$ cat config.mk
export PLATFORM = sky130hd
export DESIGN_NAME = spi_target
export DESIGN_NICKNAME = d
export VERILOG_FILES = /design/src/rtl/spi_target.sv
export SDC_FILE = /design/constraint.sdc
export NUM_CORES = 1
export LEC_CHECK = 0
export ABC_AREA = 1
export CORE_MARGIN = 2
export CORE_UTILIZATION = 40
export DETAILED_ROUTE_END_ITERATION = 10
export GPL_TIMING_DRIVEN = 0
export PLACE_DENSITY = 0.67
export SLEW_MARGIN = 20
export SYNTH_ARGS = -nofsm -noshare
export SYNTH_HDL_FRONTEND = slang
export SYNTH_SLANG_ARGS = --single-unit
$ cat constraint.sdc
create_clock -name clk_in -period 1.75 [get_ports clk_in]
set_clock_uncertainty 0.2 [all_clocks]
set_input_delay 0.4375 -clock clk_in [delete_from_list [all_inputs] [get_ports clk_in]]
set_output_delay 0.4375 -clock clk_in [all_outputs]
set_load 0.03 [all_outputs]
$ cat src/rtl/spi_target.sv
// spi_target: mode-0 SPI target that oversamples the SPI pins in the clk_in domain
//   clk_in, rst        system clock, synchronous active-high reset
//   sclk, cs_n, mosi   asynchronous SPI pins (CPOL=0, CPHA=0, MSB first)
//   miso, miso_oe      serial data out and pad enable (high while the frame is active)
//   tx_data/valid/ready  holding-register write port (accepted on tx_valid && tx_ready)
//   rx_data, rx_valid  last complete received word and its one-cycle update pulse
//   busy               frame in progress
//   frame_err          pulse when cs_n rises mid-word
//   tx_underrun        pulse when a word load finds the holding register empty
module spi_target #(
    parameter int DATA_WIDTH = 8
) (
    input  logic                  clk_in,
    input  logic                  rst,
    input  logic                  sclk,
    input  logic                  cs_n,
    input  logic                  mosi,
    output logic                  miso,
    output logic                  miso_oe,
    input  logic [DATA_WIDTH-1:0] tx_data,
    input  logic                  tx_valid,
    output logic                  tx_ready,
    output logic [DATA_WIDTH-1:0] rx_data,
    output logic                  rx_valid,
    output logic                  busy,
    output logic                  frame_err,
    output logic                  tx_underrun
);
    localparam int CW = $clog2(DATA_WIDTH);

    typedef enum logic [1:0] {WAIT_IDLE, IDLE, ACTIVE} state_t;

    state_t                state, state_nx;
    logic [1:0]            sclk_s, cs_s, mosi_s;
    logic                  sclk_h, cs_h;
    logic [DATA_WIDTH-1:0] hold_data, tx_shift, rx_next;
    logic [DATA_WIDTH-2:0] rx_shift;
    logic                  hold_full, load_pend;
    logic [CW-1:0]         bit_cnt;
    logic                  sclk_rise, sclk_fall, cs_fall, cs_high;
    logic                  load, rx_step, tx_step, abort, word_done, wr;

    assign sclk_rise = sclk_s[1] && !sclk_h;
    assign sclk_fall = !sclk_s[1] && sclk_h;
    assign cs_high   = cs_s[1];
    assign cs_fall   = !cs_s[1] && cs_h;
    assign rx_next   = {rx_shift, mosi_s[1]};
    assign word_done = rx_step && (bit_cnt == CW'(DATA_WIDTH - 1));
    assign tx_ready  = !hold_full;
    assign wr        = tx_valid && tx_ready;
    assign busy      = (state == ACTIVE);
    assign miso_oe   = busy;
    assign miso      = busy && tx_shift[DATA_WIDTH-1];

    always_ff @(posedge clk_in) begin
        if (rst) begin
            // cs_n resets to "selected" so a frame already running at reset release
            // is never mistaken for a fresh cs_n fall; WAIT_IDLE waits it out
            sclk_s <= '0;
            sclk_h <= 1'b0;
            cs_s   <= '0;
            cs_h   <= 1'b0;
            mosi_s <= '0;
            state  <= WAIT_IDLE;
        end else begin
            sclk_s <= {sclk_s[0], sclk};
            sclk_h <= sclk_s[1];
            cs_s   <= {cs_s[0], cs_n};
            cs_h   <= cs_s[1];
            mosi_s <= {mosi_s[0], mosi};
            state  <= state_nx;
        end
    end

    always_comb begin
        state_nx = state;
        load     = 1'b0;
        rx_step  = 1'b0;
        tx_step  = 1'b0;
        abort    = 1'b0;
        case (state)
            WAIT_IDLE: state_nx = cs_high ? IDLE : WAIT_IDLE;
            IDLE: begin
                state_nx = cs_fall ? ACTIVE : IDLE;
                load     = cs_fall;
            end
            ACTIVE: begin
                // deselect wins over any SCLK edge seen in the same cycle
                state_nx = cs_high ? IDLE : ACTIVE;
                abort    = cs_high && (bit_cnt != '0);
                rx_step  = !cs_high && sclk_rise;
                load     = !cs_high && sclk_fall && load_pend;
                tx_step  = !cs_high && sclk_fall && !load_pend;
            end
            default: state_nx = WAIT_IDLE;
        endcase
    end

    always_ff @(posedge clk_in) begin
        if (rst) begin
            hold_data   <= '0;
            hold_full   <= 1'b0;
            tx_shift    <= '0;
            rx_shift    <= '0;
            rx_data     <= '0;
            rx_valid    <= 1'b0;
            bit_cnt     <= '0;
            load_pend   <= 1'b0;
            frame_err   <= 1'b0;
            tx_underrun <= 1'b0;
        end else begin
            frame_err   <= abort;
            tx_underrun <= load && !hold_full;
            rx_valid    <= word_done;
            // a load empties the register; a write in the same cycle refills it
            hold_full   <= (hold_full && !load) || wr;
            if (wr) hold_data <= tx_data;
            if (load) tx_shift <= hold_full ? hold_data : '0;
            else if (tx_step) tx_shift <= {tx_shift[DATA_WIDTH-2:0], 1'b0};
            // the falling edge after a completed word loads instead of shifting
            load_pend   <= word_done ? 1'b1 : (load ? 1'b0 : load_pend);
            if (state == IDLE && cs_fall) bit_cnt <= '0;
            else if (rx_step) bit_cnt <= word_done ? '0 : bit_cnt + 1'b1;
            if (rx_step) rx_shift <= rx_next[DATA_WIDTH-2:0];
            if (word_done) rx_data <= rx_next;
        end
    end
endmodule

==> impl_metrics.py, run 1 <==
metrics = {
    "finish": {
        "n_antenna_cell": 0,
        "final_layout_size_suffix_gt1_share_pct": 20.3,
        "syn_to_final_growth_pct": 33.0,
        "final_nets": 327,
        "stdcell_count": 373,
        "final_common_cell": "dfxtp_1",
        "final_cell_mix": "dfxtp_1, nand2_1, nor2_1",
    },
    "sta": {
        "rsz0062_at_grt": "yes",
        "setup_violations": 0,
        "final.min_clock_period_ns": 1.75,
        "finalHoldViolations": 0,
        "maxSlewHeadroom_pct": 67.1,
        "fin_crit_sh_pct": 99.8,
        "clock.fmax_ghz": 0.573,
        "finalMaxSlewViolations": 0,
        "tightest_slew_ns": 0.493,
    },
    "global_route": {
        "grt_pass1_wl_um": 6600,
        "grt_use_total_pct": 15.3,
        "grt-ovfl-total": 0,
        "grt_pass1_vias": 1519,
        "grt_max_degree": 15,
        "antenna_found_initial": 0,
    },
    "cts": {
        "clock_latency_ns": 0.29,
        "path_clk_slew_ns": 0.09,
        "numCtsBuffers": 5,
        "htree_levels": 2,
        "cts_sinks": 49,
        "cts_tree": "built",
        "clock_path_buffers": 2,
        "cts-root-buf": "clkbuf_8",
        "ctsHoldBuffers": 0,
    },
    "route": {
        "drtAntennaViolNets": 0,
        "first_iter_violations": 58,
        "routed_wl_um": 4020,
        "drc": 0,
        "firstDrtPassIters": 4,
        "vias_per_cell": 4.49,
        "vias": 1674,
        "wl_per_cell_um": 10.8,
    },
    "floorplan": {
        "io_pins": 29,
        "std_cell_rows": 25,
        "initial_utilization_pct": 41.9,
        "dieWidth_um": 74.8,
        "die_h_um": 74.8,
        "coreArea_sq_um": 4790,
        "die_area_sq_um": 5590,
    },
    "synth": {
        "yosys_warnings": 0,
        "synth.area.mux_share_pct": 0,
        "synth_cells": 261,
        "syn_nets": 282,
        "synth_compound_area_share_pct": 12.7,
        "synth_cell_types": 26,
        "synth_area_sq_um": 2000,
        "yosysSeqAreaShare_pct": 49.0,
        "synth_top_family_by_area": "simple AND/OR/NAND/NOR gates",
        "synth_xor_area_share_pct": 0,
        "synthSimpleGateAreaFrac_pct": 24.3,
        "syn_area_per_cell_sq_um": 7.67,
        "synthAdderAreaFrac_pct": 4.37,
        "synth_seq_cells": 49,
    },
    "outcome": {
        "status": "complete, no violations",
    },
    "setup_path": {
        "required_ns": 1.11,
        "cp_cell_sequence": "inv_2 > ha_4 > nand2_1 > inv_1 > buf_6",
        "worst_r2r_endpoint": "rx_data[0]$_SDFFE_PP0P_",
        "critPathCaptureType": "output pin",
        "cp_top_family": "flip-flops",
        "crit_type": "reg2out",
        "critPathMaxStageDelay_ns": 0.33,
        "crit_arrival_ns": 1.11,
        "r2r_cells": 10,
        "crit_slowest_cell": "dfxtp_2",
        "cp.buffers_inverters": 3,
        "cp-start-kind": "flop",
        "rrSetupSlack_ns": 0.004,
        "reg2reg_from": "state[0]$_SDFF_PP0_",
        "cp_max_fo": 6,
    },
    "min_path": {
        "hp-start": "mosi_s[0]$_SDFF_PP0_",
        "hold_path_class": "reg2reg",
        "min_to": "mosi_s[1]$_SDFF_PP0_",
        "hold_depth": 2,
    },
    "placed_design": {
        "dp_hpwl_um": 2670,
        "port_buffers": 28,
        "place_inst": 356,
        "place.gp.congestion": 0.736,
    },
    "power_and_ir_drop": {
        "cellPowerDensity_nw_per_um2": 741,
        "total_power_mw": 1.97,
        "power_leakage_nw": 1.21,
        "ir_drop_mv": 0.405,
    },
    "run": {
        "cap_violations": 0,
    },
}
[registers in the layout (all words and copies together) (netlist names), 2 cells and up]
register and count:
sclk_s 2, rx_data 8, tx_shift 8, mosi_s 2, hold_data 8, cs_s 2
bit_cnt 3, state 2, rx_shift 7
[stage by stage]
stage	hold WS (ns)	cell area (sq um)	setup TNS (ns)	setup WS, ns	util (%)
CTS	0.207	2540	-0.0164	-0.0164	53.1
floorplan	0.188	2010	0	0.00811	-
detailed placement	0.194	2370	-7.60	-0.324	49.5
global route	0.224	2660	-0.714	-0.0965	55.7
finish	0.206	2660	0	0.00436	55.7
global placement	0.192	2370	-7.43	-0.319	49.5
[worst max-delay path by stage]
stage | start | end | slack [ns] | depth (start not counted)
after detailed placement | state[0]$_SDFF_PP0_ | miso | -0.32 | 5
after global routing | state[0]$_SDFF_PP0_ | rx_data[0]$_SDFFE_PP0P_ | -0.1 | 10
final | state[0]$_SDFF_PP0_ | miso | 0.004 | 5
after CTS | state[0]$_SDFF_PP0_ | miso | -0.02 | 5
after global placement | tx_valid | hold_data[6]$_SDFFE_PP0P_ | -0.32 | 6
after floorplan | state[0]$_SDFF_PP0_ | hold_full$_SDFF_PP0_ | 0.008 | 8
[routing by layer]
metal | GRT usage, % | up-vias | wire (um) | share of wire, %
met4 | 5.36 | 0 | 43 | 1.1
met5 | 0 | - | 0 | 0
met3 | 3.61 | 2 | 133 | 3.3
met2 | 24.0 | 30 | 1760 | 44
met1 | 20.8 | 738 | 2080 | 52
li1 | - | 904 | - | -
[synth_stat cells]
library cell / instances / share of area [%]
or2_2: 1 / 0.31
o21ai_1: 3 / 0.75
nand3_1: 24 / 6.0
buf_2: 2 / 0.50
buf_1: 1 / 0.19
nor2_1: 42 / 7.9
inv_2: 4 / 0.75
o21ai_4: 1 / 0.81
nand2_1: 39 / 7.3
nand3_2: 1 / 0.50
nor3_2: 1 / 0.50
a21oi_1: 16 / 4.0
nor2_2: 2 / 0.62
o21ai_2: 1 / 0.44
a211oi_2: 1 / 0.62
buf_6: 1 / 0.56
clkbuf_1: 4 / 0.75
a221oi_1: 1 / 0.44
buf_4: 1 / 0.37
inv_1: 35 / 6.6
nand2_2: 2 / 0.62
o21ai_0: 18 / 4.5
a211oi_1: 3 / 1.1
ha_1: 7 / 4.4
dfxtp_1: 49 / 49
nor2_4: 1 / 0.56
[worst register-to-register path: stages, from the launching register on]
cell and delay [ns]:
dfxtp_2 0.33, inv_2 0.07, ha_4 0.17, buf_6 0.12
inv_4 0.03, nor2_4 0.12, nand3_4 0.11, nor2_4 0.20
clkinv_4 0.14, nor2_1 0.11, nor2_1 0.05
[cell type report]
type                            instances  area (sq um)
Buffer                                  8          57.6
Clock buffer                            6          82.6
Clock inverter                          1          7.51
Fill cell                             475          2120
Inverter                               39           159
Multi-Input combinational cell        164           925
Sequential cell                        49           985
Tap cell                               67          83.8
Timing Repair Buffer                   39           364
[cell families after synthesis]
logic type / after synthesis
fa+ha+maj: 7
flops: 49
compound gates: 44
simple gates: 113
buf+inv: 48
[power breakdown]
| part | internal [mW] | switching, mW | total (mW) | leakage [nW] |
|---|---|---|---|---|
| Sequential | 1.14 | 0.0140 | 1.15 | 0.399 |
| Clock | 0.313 | 0.368 | 0.681 | 0.0433 |
| Combinational | 0.0632 | 0.0741 | 0.137 | 0.762 |
| Total | 1.52 | 0.456 | 1.97 | 1.21 |
[repair_timing]
action	in CTS	in global routing
setup endpoints to repair	39	36
pin swaps	5	5
setup buffers	8	3
gates resized for setup	47	34
No activity file was read; power rests on OpenSTA's default activity.
==> inputs of run 2 (changes only) <==
- CAP_MARGIN: default -> 30
- MAX_ROUTING_LAYER: default -> met4
==> run 2 against run 1 <==
Against the previous run:
- core utilization is the same
- combinational power about the same
- sequential power about the same
- sequential share of layout area stayed put
- critical endpoint unchanged
==> impl_metrics.py, run 2 (same netlist as run 1, synthesis figures left out) <==
metrics = {
    "placed_design": {
        "place.gp.congestion": 0.745,
        "dp_hpwl_um": 2670,
        "port_buffers": 28,
        "place_ws_ns": -0.324,
    },
    "finish": {
        "final_layout_size_suffix_gt1_share_pct": 20.3,
        "n_antenna_cell": 0,
        "nFillCells": 475,
        "final_common_cell": "dfxtp_1",
        "final_cell_mix": "dfxtp_1, nand2_1, nor2_1",
        "syn_to_final_growth_pct": 33.0,
        "final_nets": 327,
        "largest_registers": "hold_data x8, rx_data x8, tx_shift x8",
    },
    "setup_path": {
        "crit_arrival_ns": 1.11,
        "cp_top_family": "flip-flops",
        "required_ns": 1.11,
        "cp_max_fo": 6,
        "cp.buffers_inverters": 3,
        "crit_slowest_cell": "dfxtp_2",
        "critPathCaptureType": "output pin",
        "crit_type": "reg2out",
        "cp-start-kind": "flop",
        "critPathMaxStageDelay_ns": 0.33,
        "cp_cell_sequence": "inv_2 > ha_4 > nand2_1 > inv_1 > buf_6",
    },
    "floorplan": {
        "die_area_sq_um": 5590,
        "std_cell_rows": 25,
        "coreArea_sq_um": 4790,
        "dieWidth_um": 74.8,
        "initial_utilization_pct": 41.9,
        "die_h_um": 74.8,
        "io_pins": 29,
    },
    "outcome": {
        "status": "complete, no violations",
    },
    "sta": {
        "finalHoldViolations": 0,
        "rsz0062_at_grt": "yes",
        "maxSlewHeadroom_pct": 67.2,
        "fin_crit_sh_pct": 99.7,
        "finalMaxSlewViolations": 0,
        "clock.fmax_ghz": 0.573,
        "setup_violations": 0,
        "final.min_clock_period_ns": 1.75,
        "worst_slack_ns": 0.00464,
        "tightest_slew_ns": 0.492,
    },
    "route": {
        "routed-wl-met2_um": 1760,
        "wl_per_cell_um": 10.7,
        "first_iter_violations": 63,
        "routed_wl_um": 4000,
        "vias": 1676,
        "met1_length_um": 2060,
        "firstDrtPassIters": 4,
        "vias_per_cell": 4.49,
        "drc": 0,
        "drtAntennaViolNets": 0,
        "top_layer": "met4",
        "met3_length_um": 139,
    },
    "cts": {
        "numCtsBuffers": 5,
        "clock_path_buffers": 2,
        "cts_tree": "built",
        "clock_latency_ns": 0.29,
        "cts-root-buf": "clkbuf_8",
        "path_clk_slew_ns": 0.09,
        "ctsHoldBuffers": 0,
        "cts_sinks": 49,
        "htree_levels": 2,
    },
    "min_path": {
        "hold_path_class": "reg2reg",
    },
    "global_route": {
        "antenna_found_initial": 0,
        "grt-ovfl-total": 0,
        "grt_use_total_pct": 15.8,
        "grt_pass1_wl_um": 6600,
        "grt_pass1_vias": 1519,
        "grt_max_degree": 15,
    },
    "power_and_ir_drop": {
        "total_power_mw": 1.97,
        "ir_drop_mv": 0.404,
        "power_leakage_nw": 1.21,
        "cellPowerDensity_nw_per_um2": 740,
    },
    "run": {
        "cap_violations": 0,
    },
}
run 2: worst min-delay path, stage by stage (launching register included):
cell	delay, ns
dfxtp_1	0.30
inv_1	0.04
nor2_1	0.03
run 2: metrics by stage:
step	TNS, ns	area (sq um)	hold slack, ns	util [%]	std cells
2_1_floorplan	0	2010	0.188	-	261
3_3_place_gp	-7.43	2370	0.192	49.5	356
3_5_place_dp	-7.60	2370	0.194	49.5	356
4_1_cts	-0.0164	2540	0.207	53.1	370
5_1_grt	-0.714	2660	0.224	55.7	373
6_report	0	2660	0.206	55.7	373
run 2: path summary, 6_finish.rpt:
kind | end | cells after the start | slack (ns) | from
setup / recovery | miso | 5 | 0.005 | state[0]$_SDFF_PP0_
hold / removal | mosi_s[1]$_SDFF_PP0_ | 2 | 0.21 | mosi_s[0]$_SDFF_PP0_
setup reg to reg | rx_data[0]$_SDFFE_PP0P_ | 10 | 0.01 | state[0]$_SDFF_PP0_
hold reg to reg | mosi_s[1]$_SDFF_PP0_ | 2 | 0.21 | mosi_s[0]$_SDFF_PP0_
run 2: timing repair:
action                                  in CTS  in global routing
setup buffers                                8                  3
hold endpoints to repair                     0                  0
pin swaps                                    5                  5
endpoints found under the setup margin      39                 36
resized for setup                           47                 34
run 2: cell type report:
type | instances | area (sq um) | share of cell area (%)
inverters | 39 | 159 | 5.97
clock buffers | 6 | 82.6 | 3.10
clock inverters | 1 | 7.51 | 0.282
well taps | 67 | 83.8 | 3.15
flip-flops and latches | 49 | 985 | 37.0
multi-input cells | 164 | 925 | 34.7
repair buffers | 39 | 364 | 13.7
plain buffers | 8 | 57.6 | 2.16
run 2: where the power goes:
group / internal (mW) / switching, mW
Sequential: 1.14 / 0.0139
Combinational: 0.0632 / 0.0741
Clock: 0.313 / 0.368
Total: 1.52 / 0.456
run 2: metal layers:
| metal | up-vias | GRT usage (%) |
|---|---|---|
| met5 | - | - |
| li1 | 905 | - |
| met1 | 737 | 20.8 |
| met2 | 32 | 24.0 |
| met4 | 0 | 5.36 |
| met3 | 2 | 3.61 |
